<file path="src/rtl/letc_core_limp_arbiter.sv">
// letc_core_limp_arbiter: N-way LIMP requester arbiter onto one AXI FSM port.
// Registered grants held for the whole transaction, back-to-back on completion.
module letc_core_limp_arbiter #(
  parameter int NUM_REQ  = 3,
  parameter int ADDR_W   = 32,
  parameter int DATA_W   = 32,
  parameter int ARB_MODE = 0,
  parameter int IDX_W    = (NUM_REQ > 1) ? $clog2(NUM_REQ) : 1
) (
  input  logic                      i_clk,
  input  logic                      i_rst_n,
  input  logic [NUM_REQ-1:0]        i_req_valid,
  input  logic [NUM_REQ-1:0]        i_req_wen_nren,
  input  logic [2*NUM_REQ-1:0]      i_req_size,
  input  logic [ADDR_W*NUM_REQ-1:0] i_req_addr,
  input  logic [DATA_W*NUM_REQ-1:0] i_req_wdata,
  output logic [NUM_REQ-1:0]        o_req_ready,
  output logic [DATA_W-1:0]         o_req_rdata,
  output logic                      o_sub_valid,
  output logic                      o_sub_wen_nren,
  output logic [1:0]                o_sub_size,
  output logic [ADDR_W-1:0]         o_sub_addr,
  output logic [DATA_W-1:0]         o_sub_wdata,
  input  logic                      i_sub_ready,
  input  logic [DATA_W-1:0]         i_sub_rdata,
  output logic                      o_busy,
  output logic [IDX_W-1:0]          o_grant_idx
);

  typedef enum logic {
    IDLE = 1'b0,
    BUSY = 1'b1
  } state_t;

  state_t             state_q, state_d;
  logic [IDX_W-1:0]   grant_q, grant_d;
  logic [IDX_W-1:0]   rr_q, rr_d;
  logic [IDX_W-1:0]   start;
  logic [IDX_W-1:0]   win;
  logic [IDX_W-1:0]   rr_nxt;
  logic               found;
  logic [NUM_REQ-1:0] cand;
  logic [2*NUM_REQ-1:0] dbl;
  logic [NUM_REQ-1:0] rot;
  logic [IDX_W:0]     sum;
  logic [IDX_W:0]     nxt;

  // Candidates: the current grant is masked while it completes
  always_comb begin
    cand = i_req_valid;
    if (state_q == BUSY)
      cand = i_req_valid & ~(NUM_REQ'(1) << grant_q);
  end

  // Rotating search from start; start is 0 for fixed priority
  always_comb begin
    start  = (ARB_MODE == 1) ? rr_q : '0;
    dbl    = {cand, cand} >> start;
    rot    = dbl[NUM_REQ-1:0];
    found  = 1'b0;
    win    = '0;
    sum    = '0;
    for (int i = 0; i < NUM_REQ; i++) begin
      sum = {1'b0, start} + (IDX_W+1)'(i);
      if (sum >= (IDX_W+1)'(NUM_REQ))
        sum = sum - (IDX_W+1)'(NUM_REQ);
      if (!found && rot[i]) begin
        found = 1'b1;
        win   = sum[IDX_W-1:0];
      end
    end
    nxt = {1'b0, win} + (IDX_W+1)'(1);
    if (nxt >= (IDX_W+1)'(NUM_REQ))
      nxt = '0;
    rr_nxt = nxt[IDX_W-1:0];
  end

  // Next state: grant on request in IDLE, re-arbitrate on completion in BUSY
  always_comb begin
    state_d = state_q;
    grant_d = grant_q;
    rr_d    = rr_q;
    unique case (state_q)
      IDLE: begin
        if (found) begin
          state_d = BUSY;
          grant_d = win;
          rr_d    = rr_nxt;
        end
      end
      BUSY: begin
        if (i_sub_ready) begin
          if (found) begin
            grant_d = win;
            rr_d    = rr_nxt;
          end else begin
            state_d = IDLE;
          end
        end
      end
      default: state_d = IDLE;
    endcase
  end

  // State, grant and round-robin pointer registers
  always_ff @(posedge i_clk or negedge i_rst_n) begin
    if (!i_rst_n) begin
      state_q <= IDLE;
      grant_q <= '0;
      rr_q    <= '0;
    end else begin
      state_q <= state_d;
      grant_q <= grant_d;
      rr_q    <= rr_d;
    end
  end

  // Live mux of the granted requester and ready steering
  always_comb begin
    o_sub_wen_nren = i_req_wen_nren[0];
    o_sub_size     = i_req_size[1:0];
    o_sub_addr     = i_req_addr[ADDR_W-1:0];
    o_sub_wdata    = i_req_wdata[DATA_W-1:0];
    o_req_ready    = '0;
    for (int i = 0; i < NUM_REQ; i++) begin
      if (grant_q == IDX_W'(i)) begin
        o_sub_wen_nren = i_req_wen_nren[i];
        o_sub_size     = i_req_size[2*i +: 2];
        o_sub_addr     = i_req_addr[ADDR_W*i +: ADDR_W];
        o_sub_wdata    = i_req_wdata[DATA_W*i +: DATA_W];
        o_req_ready[i] = (state_q == BUSY) && i_sub_ready;
      end
    end
  end

  assign o_sub_valid = (state_q == BUSY);
  assign o_busy      = (state_q == BUSY);
  assign o_grant_idx = grant_q;
  assign o_req_rdata = i_sub_rdata;

  // Granted requester must hold valid until it sees ready
  a_hold_valid: assert property (
    @(posedge i_clk) disable iff (!i_rst_n)
    (state_q == BUSY) |-> i_req_valid[grant_q]
  );

endmodule

</file>
<file path="config.mk">
export PLATFORM = sky130hd
export DESIGN_NAME = letc_core_limp_arbiter
export DESIGN_NICKNAME = d
export VERILOG_FILES = /design/src/rtl/letc_core_limp_arbiter.sv
export SDC_FILE = /design/constraint.sdc
export NUM_CORES = 1
export LEC_CHECK = 0
export ABC_AREA = 1
export CAP_MARGIN = 20
export CORE_AREA = 5 5 132 134
export CTS_BUF_LIST = sky130_fd_sc_hd__clkbuf_2 sky130_fd_sc_hd__clkbuf_4 sky130_fd_sc_hd__clkbuf_8
export CTS_CLUSTER_SIZE = 30
export DETAILED_ROUTE_END_ITERATION = 16
export DIE_AREA = 0 0 137 139
export PLACE_DENSITY_LB_ADDON = 0.25
export SLEW_MARGIN = 15
export SYNTH_ARGS = -nofsm -noshare
export SYNTH_HDL_FRONTEND = slang
export SYNTH_SLANG_ARGS = --single-unit
</file>
<file path="constraint.sdc">
create_clock -name i_clk -period 1.25 [get_ports i_clk]
set_input_delay 0.25 -clock i_clk [delete_from_list [all_inputs] [get_ports i_clk]]
set_output_delay 0.25 -clock i_clk [all_outputs]
set_load 0.01 [all_outputs]
</file>
Yosys cells after proc, flatten, opt, wreduce, memory -nomap -nowiden. Index checks and enable logic that the tools add are counted.

Equal/unequal tests: 3. Shift-type cells: 1. Muxes and demuxes: 23. Bitwise gates (word level): 3. Reductions and logical operators: 6.

Operators with widths (number): two-way mux 32 bit (4); two-way mux 1 bit (11); two-way mux 2 bit (5); case mux 2 bit (2 select lines) (1); bitwise AND 3 bit (1); logical AND 1 bit (3); two-way mux 3 bit (1); NOT 3 bit (1); << shifter 1 x 2 -> 3 bit, first input constant (1); == test 2 x 1 -> 1 bit, second input constant (1); == test 2 bit, second input constant (1); logical NOT 1 bit (2); logical NOT 2 bit (1); != test 2 bit, second input constant (1); case mux 1 bit (2 select lines) (1); NOT 1 bit (1).

Flip-flop bits (word level): 3. Logic and storage cells: 38.

Longest topological paths before layout. Gate-level depths: netlist of the first run.

Depth in word-level cells: 14. Mapped depth: 7.

Worst setup path before layout of the first run. Ideal clock, no wire load.

Path type: register -> output. From: reg grant_q[0], in the netlist o_grant_idx[0]. To: out o_sub_addr[12]. Arrival time: 1.229 ns. Required time: 1.000 ns. Setup slack: -0.229 ns. Stages on the path, launching flop included: 7. Path through: dfrtp_1 > inv_2 > nor2_2 > buf_4 > buf_4 > nand2_1 > a31oi_1.

Cells in the longest elaborated chain, start to end: 3. Elaborated cells on any way between the ends: 4.

Ends and longest elaborated chain: start, declared (RTL line 36) `logic [IDX_W-1:0] grant_q, grant_d;`; start signal, assigned (RTL line 113) `grant_q <= grant_d;`; == test 2 x 1 -> 1 bit (RTL line 126) `if (grant_q == IDX_W'(i)) begin`; two-way mux 32 bit (RTL line 126); two-way mux 32 bit * (RTL line 126); end, declared (RTL line 22) `output logic [ADDR_W-1:0] o_sub_addr,`.

Every way passes the cells marked *; elsewhere a longest branch is shown, timed or not.

Final worst setup path of the first run.
From: reg grant_q[1], in the netlist o_grant_idx[1]. To: out o_sub_addr[0].

Same word-level chain as after synthesis.

==> implementation parameters, run 1 <==
Parameter                              Value

Outcome
  Result of the run ... complete, but fails checks
  Failing checks ... setup timing

Clocking
  TritonCTS clock tree ... yes
  Insertion delay of the later-clocked pin in the worst-skew pair ... 0.22 ns
  Sinks on the clock net ... 3
  Reg clk slew, reported paths ... 0.03 ns
  Buffer levels on the longest clock path ... 2
  Master cell of the clock root buffer ... clkbuf_8
  Htree depth ... 1
  Num CTS Buffers ... 3

Critical path
  Capture point of the critical path ... o_sub_addr[0]
  CP Data Arrival Time ... 1.60 ns
  Category of cells accounting for the largest share of critical-path delay ... buffers and inverters
  Startpoint of the worst register-to-register path ... o_grant_idx[0]$_DFFE_PN0P_
  Required time reported for the critical path endpoint ... 1.00 ns
  WP depth ... 7
  Terminus of the critical flop-to-flop path ... o_grant_idx[1]$_DFFE_PN0P_
  Crit-path slowest cell ... dfrtp_2
  Count of buffering cells on the critical path with inverters included ... 4
  Sort of element at the start of the critical path ... flip-flop
  Kind of critical path ... flip-flop to primary output
  Crit path largest cell delay ... 0.44 ns
  Critical Path, Cell by Cell ... buf_12 -> nand2_8 -> buf_12 -> buf_12 -> nor2_1 -> a31oi_2 -> buf_2
  CP Launch Point ... o_grant_idx[1]$_DFFE_PN0P_
  Worst path most repeated cell ... buf_12
  Capturing element type of the critical path ... primary output
  R2r worst-path depth ... 10
  Crit Path Max Fanout ... 12
  Worst reg-to-reg setup slack ... -0.17 ns

Place
  Detailed placer's ending HPWL ... 10300 um
  Count of buffers from port buffering ... 280
  Final GP Congestion ... 0.763

Floorplan
  Boundary Pins ... 345
  Starting density of the core ... 10.9%
  Die outline width ... 137 um
  Core area ... 16200 um2
  Vertical extent of the die ... 139 um
  Total Die Area ... 19000 um2
  Number of cell rows ... 47

Timing
  Fin Clk Skew ... 0.0000874 ns
  Final critical-path required period ... 1.85 ns
  FMAX ... 0.540 GHz
  Final Max Tran Viols ... 0
  Count of endpoints failing hold in the final timing report ... 0
  Max-slew headroom ... 83.2%
  Final setup violating endpoints ... 75
  RSZ-0062 raised after global routing ... true
  Final Cycle Share ... 148%
  Worst slew pin tran ... 0.252 ns
  Worst Setup Slack, final ... -0.602 ns

Power and ir drop
  Cell leakage power ... 2.60 nW
  IR Drop Worst-Case VDD ... 0.00111 V
  Power Total ... 0.0131 W
  Pwr dens ... 2120 nW/um2

Logic synthesis
  Seq/Total Area, Yosys ... 4.27%
  Synth cell types ... 15
  Summed instance area of the synthesized netlist ... 1760 um2
  Most used flip-flop cell after synthesis ... dfrtp_1
  Mean instance size in the synthesized netlist ... 4.88 um2
  Leading post-synthesis cells by instance count ... nand2_1, nor2_1, a31oi_1
  Syn Nets ... 599
  Number of warnings printed during yosys synthesis ... 0
  Largest area contributor in the netlist ... nand2_1
  Most frequently used cell type in the post-synthesis netlist ... nand2_1
  Asr flop ratio synth ... 100%
  Yosys top cell area share ... 30.6%
  Number of enable flip-flop cells after synthesis ... 0
  Top post-synthesis cells by area ... nand2_1, a31oi_1, buf_4
  Flip-flop and latch count after synthesis ... 3
  Gate count after technology mapping ... 360

Cells and area
  Fraction of final layout cells with drive strength greater than 1 ... 38.9%
  Multi-input combinational cell area ... 1980 um2
  Net total in the final layout ... 891
  Filler cells ... 1637
  Sequential cell area ... 76.3 um2
  Area delta synth->final ... 252%
  Utilization of the core after routing ... 38.2%

Global route
  Global route overflow ... 0
  Largest net degree at the start of global routing ... 24
  GRT Overall Usage ... 14.2%
  Global-route wire length before repair ... 21300 um
  Vias in the first global route ... 3706
  Number of antenna violations at the first check in global routing ... 1

Routing
  DRC errors left ... 0
  Final ANT Viol Nets ... 0
  Violation count after the first detailed-routing iteration ... 119
  Avg Vias per Cell ... 4.17
  Post-detailed-route wirelength per cell ... 18.5 um
  WL final ... 16200 um
  Routed vias ... 3638
  Total iterations of the first detailed-routing run ... 4

Hold path
  Hold/Removal Path Class ... input pin to async pin

Job
  Max-capacitance violation count ... 0
## power by group
group / switching (W) / leakage (nW) / internal (W)
Sequential: 0.0000525 / 0.0334 / 0.000138
Combinational: 0.00588 / 2.54 / 0.00675
Clock: 0.0000693 / 0.0262 / 0.000240
Total: 0.00600 / 2.60 / 0.00712
## state kept, by name (all words and copies together), names as in the netlist
signal / count
o_busy: 1
o_grant_idx: 2
## cells by family (layout without fill, tap and decap cells)
kind of cell	count (synthesis)	count (layout)	synth area share (%)
AND/OR/NAND/NOR	223	223	48.6
AO/OA/AOI/OAI	68	68	24.1
buffers and inverters	66	357	23.0
flip-flops	3	3	4.27
other	0	1	0
## per-layer routing
metal  GRT usage (%)  up-vias  wire, um
met1            15.7     1633      5860
met5               0        -        12
li1                -     1753         -
met4            2.57        2       426
met3            4.50       37      1680
met2            26.5      213      8190
## worst min-delay path by stage
stage / from / depth (start not counted) / to / slack [ns]
finish: i_rst_n / 1 / o_grant_idx[0]$_DFFE_PN0P_ / 0.22
global route: i_rst_n / 1 / o_busy$_DFF_PN0_ / 0.23
CTS: i_rst_n / 1 / o_busy$_DFF_PN0_ / 0.22
detailed placement: i_rst_n / 1 / o_grant_idx[0]$_DFFE_PN0P_ / 0.45
global placement: i_rst_n / 1 / o_busy$_DFF_PN0_ / 0.45
floorplan: i_rst_n / 0 / o_busy$_DFF_PN0_ / -0.05
## what timing repair did
action                                  4_1_cts  5_1_grt
endpoints found under the setup margin       77       77
gates cloned                                 13       10
hold buffers                                  0        0
pin swaps                                    10       25
resized for setup                           383       96
setup buffers                                23        9
## metrics by stage
step	setup slack (ns)	cells	hold WS [ns]	setup TNS (ns)	cell area, um2
floorplan	-0.221	360	-0.0456	-13.44	2110
global placement	-0.803	821	0.448	-48.25	5020
detailed placement	-0.773	821	0.451	-49.18	5020
CTS	-0.627	860	0.222	-39.73	5660
global route	-0.643	871	0.231	-41.49	6180
finish	-0.602	872	0.224	-37.35	6180
## final cells by class
class	instances	share of cell area [%]
Antenna cell	1	0.0405
Clock buffer	4	0.790
Inverter	5	0.344
Multi-Input combinational cell	291	32.0
Sequential cell	3	1.24
Tap cell	220	4.46
Timing Repair Buffer	348	61.2
## worst reg2reg max path: cells and delay by family (launching register included)
family	cells	cell delay, ns
AND/OR/NAND/NOR	5	0.26
flip-flops	1	0.40
buffers and inverters	5	0.63
## cells in the final DEF, fill, tap and decap left out, types with 2 or more instances in the layout
cell	count
clkbuf_16	10
a31oi_4	23
buf_2	48
buf_16	7
nand3_1	3
a31oi_1	41
nand2_8	2
buf_12	19
nand3_4	2
nand2_4	15
dfrtp_1	2
nand2_2	30
inv_1	3
buf_6	34
buf_8	8
clkbuf_8	3
clkdlybuf4s50_1	206
nand2_1	98
nor2_2	25
buf_4	13
nor2_4	4
a31oi_2	3
nor2_1	43
Power figures use the tool's default switching activity.
==> inputs of run 2 (changes only) <==
- PLACE_DENSITY: unset -> 0.64
- PLACE_DENSITY_LB_ADDON: 0.25 -> unset
==> run 2 against run 1 <==
Against the previous run:
- the run still ends with setup timing left
- maximum frequency rose by 1.1%
- non-clock buffer count grew 4
- sequential share of layout area hardly changed
- die area unchanged
- setup slack better by 0.021 ns
- critical path depth unchanged
- clock skew increased by 0.0018 ns
- worst hold slack worse by 0.0063 ns
- combinational power grew 4%
- clock-buffer cell count did not move
==> implementation parameters, run 2 (synthesis gave the netlist of run 1 again) <==
Parameter                              Value

Cells and area
  Utilization of the core after routing ... 39.6% (+1.4 points)
  Net total in the final layout ... 896 (+0.56%)
  Most frequent cells in the layout ... clkdlybuf4s50_1, nand2_1, buf_6
  Filler cells ... 1633 (-0.24%)
  Ant. Diodes ... 0 (-1)
  Fraction of final layout cells with drive strength greater than 1 ... 41.2% (+2.3 points)
  Most frequent standard cell in the layout excluding fill and tap cells ... clkdlybuf4s50_1
  Area delta synth->final ... 264%
  Largest register FFs ... 2 (unchanged)

Hold path
  Hold/Removal Path Class ... input pin to async pin

Place
  Final GP Congestion ... 0.878 (+15%)
  Count of buffers from port buffering ... 280 (unchanged)
  Worst setup slack before clock tree synthesis ... -0.775 ns (-0.00227 ns)
  Detailed placer's ending HPWL ... 9750 um (-5.5%)

Power and ir drop
  Cell leakage power ... 2.67 nW (+2.8%)
  Switching power summed over all nets ... 0.00619 W (+3.2%)
  Proportion of power drawn by combinational gates ... 96.3% (about the same)
  Switch share ... 45.3% (-0.38 points)
  Part of the power in the clock network ... 2.3% (about the same)
  IR Drop Worst-Case VDD ... 0.00100 V (-9.6%)
  Sequential share of power ... 1.4% (about the same)
  Cell-internal power ... 0.00746 W (+4.8%)
  Pwr dens ... 2130 nW/um2 (+0.42%)
  Power Total ... 0.0137 W (+4.0%)

Timing
  Final Max Tran Viols ... 0 (unchanged)
  Setup TNS ... -37.33 ns (+0.0266 ns)
  Worst Setup Slack, final ... -0.581 ns (+0.0210 ns)
  FMAX ... 0.546 GHz (+1.1%)
  Final setup violating endpoints ... 75 (unchanged)
  Fin Clk Skew ... 0.00193 ns (+0.00184 ns)
  Final Cycle Share ... 147% (-1.7 points)
  Max-slew headroom ... 85.6% (+2.4 points)
  Count of endpoints failing hold in the final timing report ... 0 (unchanged)
  Final critical-path required period ... 1.83 ns (-0.0210 ns)
  Worst slew pin tran ... 0.216 ns (-0.0360 ns)
  RSZ-0062 raised after global routing ... true

Floorplan
  Die outline width ... 137 um (unchanged)
  Starting density of the core ... 10.9% (unchanged)
  Core area ... 16200 um2 (unchanged)
  Vertical extent of the die ... 139 um (unchanged)
  Total Die Area ... 19000 um2 (unchanged)
  Number of cell rows ... 47 (unchanged)
  Boundary Pins ... 345 (unchanged)

Clocking
  Master cell of the clock root buffer ... clkbuf_8
  Num CTS Buffers ... 3 (unchanged)
  Buffer levels on the longest clock path ... 2 (unchanged)
  Reg clk slew, reported paths ... 0.03 ns (about the same)
  TritonCTS clock tree ... yes
  Sinks on the clock net ... 3 (unchanged)
  Htree depth ... 1 (unchanged)
  Insertion delay of the later-clocked pin in the worst-skew pair ... 0.22 ns (about the same)

Routing
  Avg Vias per Cell ... 4.14 (-0.84%)
  Top sig layer ... met4
  Final ANT Viol Nets ... 0 (unchanged)
  Routed vias ... 3624 (-0.38%)
  Post-detailed-route wirelength per cell ... 17.3 um (-6.5%)
  Violation count after the first detailed-routing iteration ... 122 (+2.5%)
  Total iterations of the first detailed-routing run ... 4 (unchanged)
  Met1 routed wirelength after detailed routing ... 6070 um (+3.6%)
  Met2 wire length ... 7490 um (-8.6%)
  WL final ... 15200 um (-6.1%)
  Met3 wire length ... 1400 um (-17%)
  DRC errors left ... 0 (unchanged)

Global route
  Largest net degree at the start of global routing ... 21 (-13%)
  Global route overflow ... 0 (unchanged)
  Number of antenna violations at the first check in global routing ... 0 (-1)
  Global-route wire length before repair ... 19800 um (-7.0%)
  GRT Overall Usage ... 13.4% (-0.85 points)
  Vias in the first global route ... 3531 (-4.7%)

Critical path
  Required time reported for the critical path endpoint ... 1.00 ns (about the same)
  Crit-path slowest cell ... dfrtp_1
  Sort of element at the start of the critical path ... flip-flop
  Category of cells accounting for the largest share of critical-path delay ... buffers and inverters
  Capturing element type of the critical path ... primary output
  Count of buffering cells on the critical path with inverters included ... 5 (+1)
  Worst path most repeated cell ... buf_12
  Crit path largest cell delay ... 0.39 ns (-0.05 ns)
  Kind of critical path ... flip-flop to primary output
  CP Data Arrival Time ... 1.58 ns (-0.02 ns)
  Crit Path Max Fanout ... 10 (-2)
  Critical Path, Cell by Cell ... inv_4 -> buf_12 -> nand2_8 -> buf_12 -> buf_12 -> a31oi_1 -> buf_2

Outcome
  Result of the run ... complete, but fails checks
  Failing checks ... setup timing

Job
  Max-capacitance violation count ... 0 (unchanged)
==> run 2: changes by cell type in the layout (fill, tap and decap cells not counted), sizes merged <==
cell	delta
dlygate4sd2	-1
bufbuf	-1
clkinv	+1
diode	-1
inv	-1
nand2	+1
buf	+6
==> run 2: worst paths after layout <==
path / from / depth (start not counted) / endpoint / slack, ns
worst max-delay path: o_grant_idx[0]$_DFFE_PN0P_ / 7 / o_sub_addr[8] / -0.58
worst min-delay path: i_rst_n / 1 / o_grant_idx[1]$_DFFE_PN0P_ / 0.22
worst max register to register: o_grant_idx[0]$_DFFE_PN0P_ / 10 / o_grant_idx[1]$_DFFE_PN0P_ / -0.14
worst min register to register: o_busy$_DFF_PN0_ / 4 / o_grant_idx[0]$_DFFE_PN0P_ / 0.72
max in group asynchronous: i_rst_n / 1 / o_busy$_DFF_PN0_ / 0.87
min in group i_clk: i_sub_rdata[20] / 0 / o_req_rdata[20] / 0.50
==> run 2: layout make-up <==
| type | instances | area (um2) | area share (%) |
|---|---|---|---|
| Clock buffer | 4 | 48.8 | 0.762 |
| Timing Repair Buffer | 352 | 3820 | 59.7 |
| Tap cell | 220 | 275 | 4.30 |
| Multi-Input combinational cell | 292 | 2140 | 33.5 |
| Sequential cell | 3 | 77.6 | 1.21 |
| Inverter | 5 | 33.8 | 0.528 |
==> run 2: power by group through the flow <==
| stage | sequential (W) | combinational, W | clock (W) |
|---|---|---|---|
| after floorplan | 0.000219 | 0.00450 | 0 |
| after global placement | 0.000207 | 0.00950 | 0 |
| after detailed placement | 0.000210 | 0.00951 | 0 |
| after CTS | 0.000193 | 0.0114 | 0.000319 |
| after global routing | 0.000197 | 0.0140 | 0.000330 |
| final | 0.000191 | 0.0131 | 0.000317 |
==> run 2: per-stage QoR <==
stage / instances / hold WS [ns] / instance area, um2
2_1_floorplan: 360 / -0.0456 / 2110
3_3_place_gp: 831 / 0.454 / 5160
3_5_place_dp: 831 / 0.456 / 5160
4_1_cts: 866 / 0.224 / 5750
5_1_grt: 876 / 0.232 / 6400
6_report: 876 / 0.217 / 6400
==> run 2: metal layers <==
metal | vias up | GRT usage, %
met2 | 168 | 23.1
li1 | 1768 | -
met3 | 26 | 3.81
met4 | 0 | 2.89
met1 | 1662 | 16.4
met5 | - | 0
==> run 2: timing repair <==
action	in CTS	in global routing
pin swaps	21	28
gates cloned	11	10
setup endpoints to repair	76	76
resized for setup	391	104
setup buffers	20	7
hold buffers	0	0
==> inputs of run 3 (changes only) <==
- PLACE_DENSITY: 0.64 -> 0.62
- RECOVER_POWER: unset -> 50
- SLEW_MARGIN: 15 -> 25
- clock period: 1.25 -> 1.8 ns (I/O delays scaled with it)
==> run 3 against run 2 <==
Against the previous run:
- the run still ends with setup timing left
- critical path depth did not move
- total power shrank 42%
- sequential power decreased by 28%
- highest routed layer is now met5
- die area did not move
- clock-buffer cell count unchanged
- via count shrank 0.17%
- final area down 14%
- utilization shrank 5.4 points
- setup slack improved by 0.39 ns
- routed wire length rose by 5.4%
- combinational power fell by 42%
==> implementation parameters, run 3 (synthesis gave the netlist of run 1 again) <==
Parameter                              Value

Clocking
  TritonCTS clock tree ... yes
  Htree depth ... 1 (unchanged)
  Insertion delay of the later-clocked pin in the worst-skew pair ... 0.22 ns (about the same)
  Num CTS Buffers ... 3 (unchanged)
  Master cell of the clock root buffer ... clkbuf_8
  Buffer levels on the longest clock path ... 2 (unchanged)
  Sinks on the clock net ... 3 (unchanged)
  Reg clk slew, reported paths ... 0.03 ns (about the same)

Timing
  Post-route worst hold slack ... 0.392 ns (+0.175 ns)
  Worst Setup Slack, final ... -0.194 ns (+0.387 ns)
  Final critical-path required period ... 1.99 ns
  FMAX ... 0.502 GHz
  Final setup violating endpoints ... 67 (-11%)
  Final Max Tran Viols ... 0 (unchanged)
  Final Cycle Share ... 111%
  Count of endpoints failing hold in the final timing report ... 0 (unchanged)
  Fin Clk Skew ... 0.000326 ns (-0.00160 ns)
  RSZ-0062 raised after global routing ... true
  Max-slew headroom ... 86.0% (+0.48 points)
  Worst slew pin tran ... 0.209 ns (-0.00714 ns)

Power and ir drop
  Power Total ... 0.00797 W (-42%)
  Switching power summed over all nets ... 0.00368 W (-41%)
  Cell leakage power ... 2.45 nW (-8.3%)
  Switch share ... 46.1% (+0.81 points)
  Cell-internal power ... 0.00429 W (-42%)
  Sequential share of power ... 1.7% (+0.3 points)
  Proportion of power drawn by combinational gates ... 95.5% (-0.8 points)
  Pwr dens ... 1440 nW/um2 (-32%)
  Part of the power in the clock network ... 2.7% (+0.4 points)
  IR Drop Worst-Case VDD ... 0.000472 V (-53%)

Job
  Max-capacitance violation count ... 0 (unchanged)

Global route
  Global route overflow ... 0 (unchanged)
  Global-route wire length before repair ... 21000 um (+6.4%)
  Vias in the first global route ... 3516 (-0.42%)
  Largest net degree at the start of global routing ... 23 (+9.5%)
  GRT Overall Usage ... 14.4% (+1.0 points)
  Number of antenna violations at the first check in global routing ... 2 (+2)

Floorplan
  Total Die Area ... 19000 um2 (unchanged)
  Number of cell rows ... 47 (unchanged)
  Die outline width ... 137 um (unchanged)
  Vertical extent of the die ... 139 um (unchanged)
  Boundary Pins ... 345 (unchanged)
  Starting density of the core ... 10.9% (unchanged)
  Core area ... 16200 um2 (unchanged)

Routing
  WL final ... 16000 um (+5.4%)
  Violation count after the first detailed-routing iteration ... 141 (+16%)
  Final ANT Viol Nets ... 0 (unchanged)
  Avg Vias per Cell ... 4.13 (about the same)
  DRC errors left ... 0 (unchanged)
  Post-detailed-route wirelength per cell ... 18.3 um (+5.5%)
  Total iterations of the first detailed-routing run ... 7 (+3)
  Routed vias ... 3618 (-0.17%)

Critical path
  Required time reported for the critical path endpoint ... 1.44 ns (+0.44 ns)
  Crit Path Max Fanout ... 8 (-2)
  Crit path largest cell delay ... 0.44 ns (+0.05 ns)
  Critical Path, Cell by Cell ... buf_4 -> nand2_8 -> buf_12 -> buf_12 -> nor2_1 -> a31oi_1 -> buf_2
  Sort of element at the start of the critical path ... flip-flop
  Kind of critical path ... flip-flop to primary output
  CP Data Arrival Time ... 1.63 ns (+0.05 ns)
  Worst path most repeated cell ... buf_12
  Capturing element type of the critical path ... primary output
  R2r worst-path depth ... 11 (+1)
  Crit-path slowest cell ... dfrtp_2

Cells and area
  Area delta synth->final ... 214%
  Multi-input combinational cell area ... 1450 um2 (-32%)
  Fraction of final layout cells with drive strength greater than 1 ... 29.0% (-12 points)
  Ant. Diodes ... 0 (unchanged)
  Net total in the final layout ... 895 (-0.11%)
  Filler cells ... 1739 (+6.5%)
  Most frequent standard cell in the layout excluding fill and tap cells ... clkdlybuf4s50_1
  Sequential cell area ... 76.3 um2 (-1.6%)
  Largest register FFs ... 2 (unchanged)
  Utilization of the core after routing ... 34.2% (-5.4 points)
  Most frequent cells in the layout ... clkdlybuf4s50_1, nand2_1, nor2_1

Place
  Worst setup slack before clock tree synthesis ... -0.328 ns (+0.447 ns)
  Final GP Congestion ... 0.871 (-0.77%)
  Count of buffers from port buffering ... 280 (unchanged)
  Detailed placer's ending HPWL ... 9830 um (+0.81%)

Outcome
  Failing checks ... setup timing
  Result of the run ... complete, but fails checks

Hold path
  Hold/Removal Path Class ... input pin to async pin
-- run 3: stage by stage --
stage | TNS (ns) | area [um2] | instances
finish | -8.56 | 5520 | 875
global route | -13.43 | 5520 | 875
CTS | -8.05 | 5210 | 861
detailed placement | -18.42 | 4740 | 821
global placement | -16.70 | 4740 | 821
floorplan | 0 | 1760 | 360
-- run 3: worst paths after layout --
path | from | endpoint | slack [ns]
max | o_grant_idx[1]$_DFFE_PN0P_ | o_sub_wen_nren | -0.19
min | i_rst_n | o_grant_idx[0]$_DFFE_PN0P_ | 0.39
max reg2reg | o_grant_idx[0]$_DFFE_PN0P_ | o_grant_idx[1]$_DFFE_PN0P_ | 0.20
min reg2reg | o_busy$_DFF_PN0_ | o_busy$_DFF_PN0_ | 0.67
max in group asynchronous | i_rst_n | o_grant_idx[1]$_DFFE_PN0P_ | 1.25
min in group i_clk | o_busy$_DFF_PN0_ | o_busy$_DFF_PN0_ | 0.67
-- run 3: layer usage --
layer / track usage [%] / routed length [um]
met4: 2.94 / 222
met1: 15.9 / 6160
met3: 3.77 / 1390
met2: 27.3 / 8200
met5: 0 / 27
-- run 3: power by group through the flow --
stage,sequential (W),clock (W),combinational [W]
finish,0.000138,0.000217,0.00762
global route,0.000142,0.000233,0.00810
CTS,0.000137,0.000224,0.00701
global placement,0.000138,0,0.00578
detailed placement,0.000139,0,0.00580
floorplan,0.000143,0,0.00249
-- run 3: repair_timing --
item / in CTS / in global routing
pin swaps: 9 / 12
buffers inserted: 22 / 11
setup endpoints to repair: 70 / 69
resized for setup: 332 / 41
gates cloned: 15 / 8
hold buffers: 0 / 0
-- run 3: area by class of cell --
cell class / count / area share [%]
Timing Repair Buffer: 352 / 66.1
Multi-Input combinational cell: 291 / 26.2
Tap cell: 220 / 4.98
Sequential cell: 3 / 1.38
Clock buffer: 4 / 0.884
Inverter: 5 / 0.430
-- run 3: critical path, delay by kind of cell (launching register included) --
kind                   cells  cell delay (ns)
DFF                        1             0.44
AOI/OAI and AO/OA          1             0.17
and+or+nand+nor            2             0.16
buffers and inverters      4             0.63
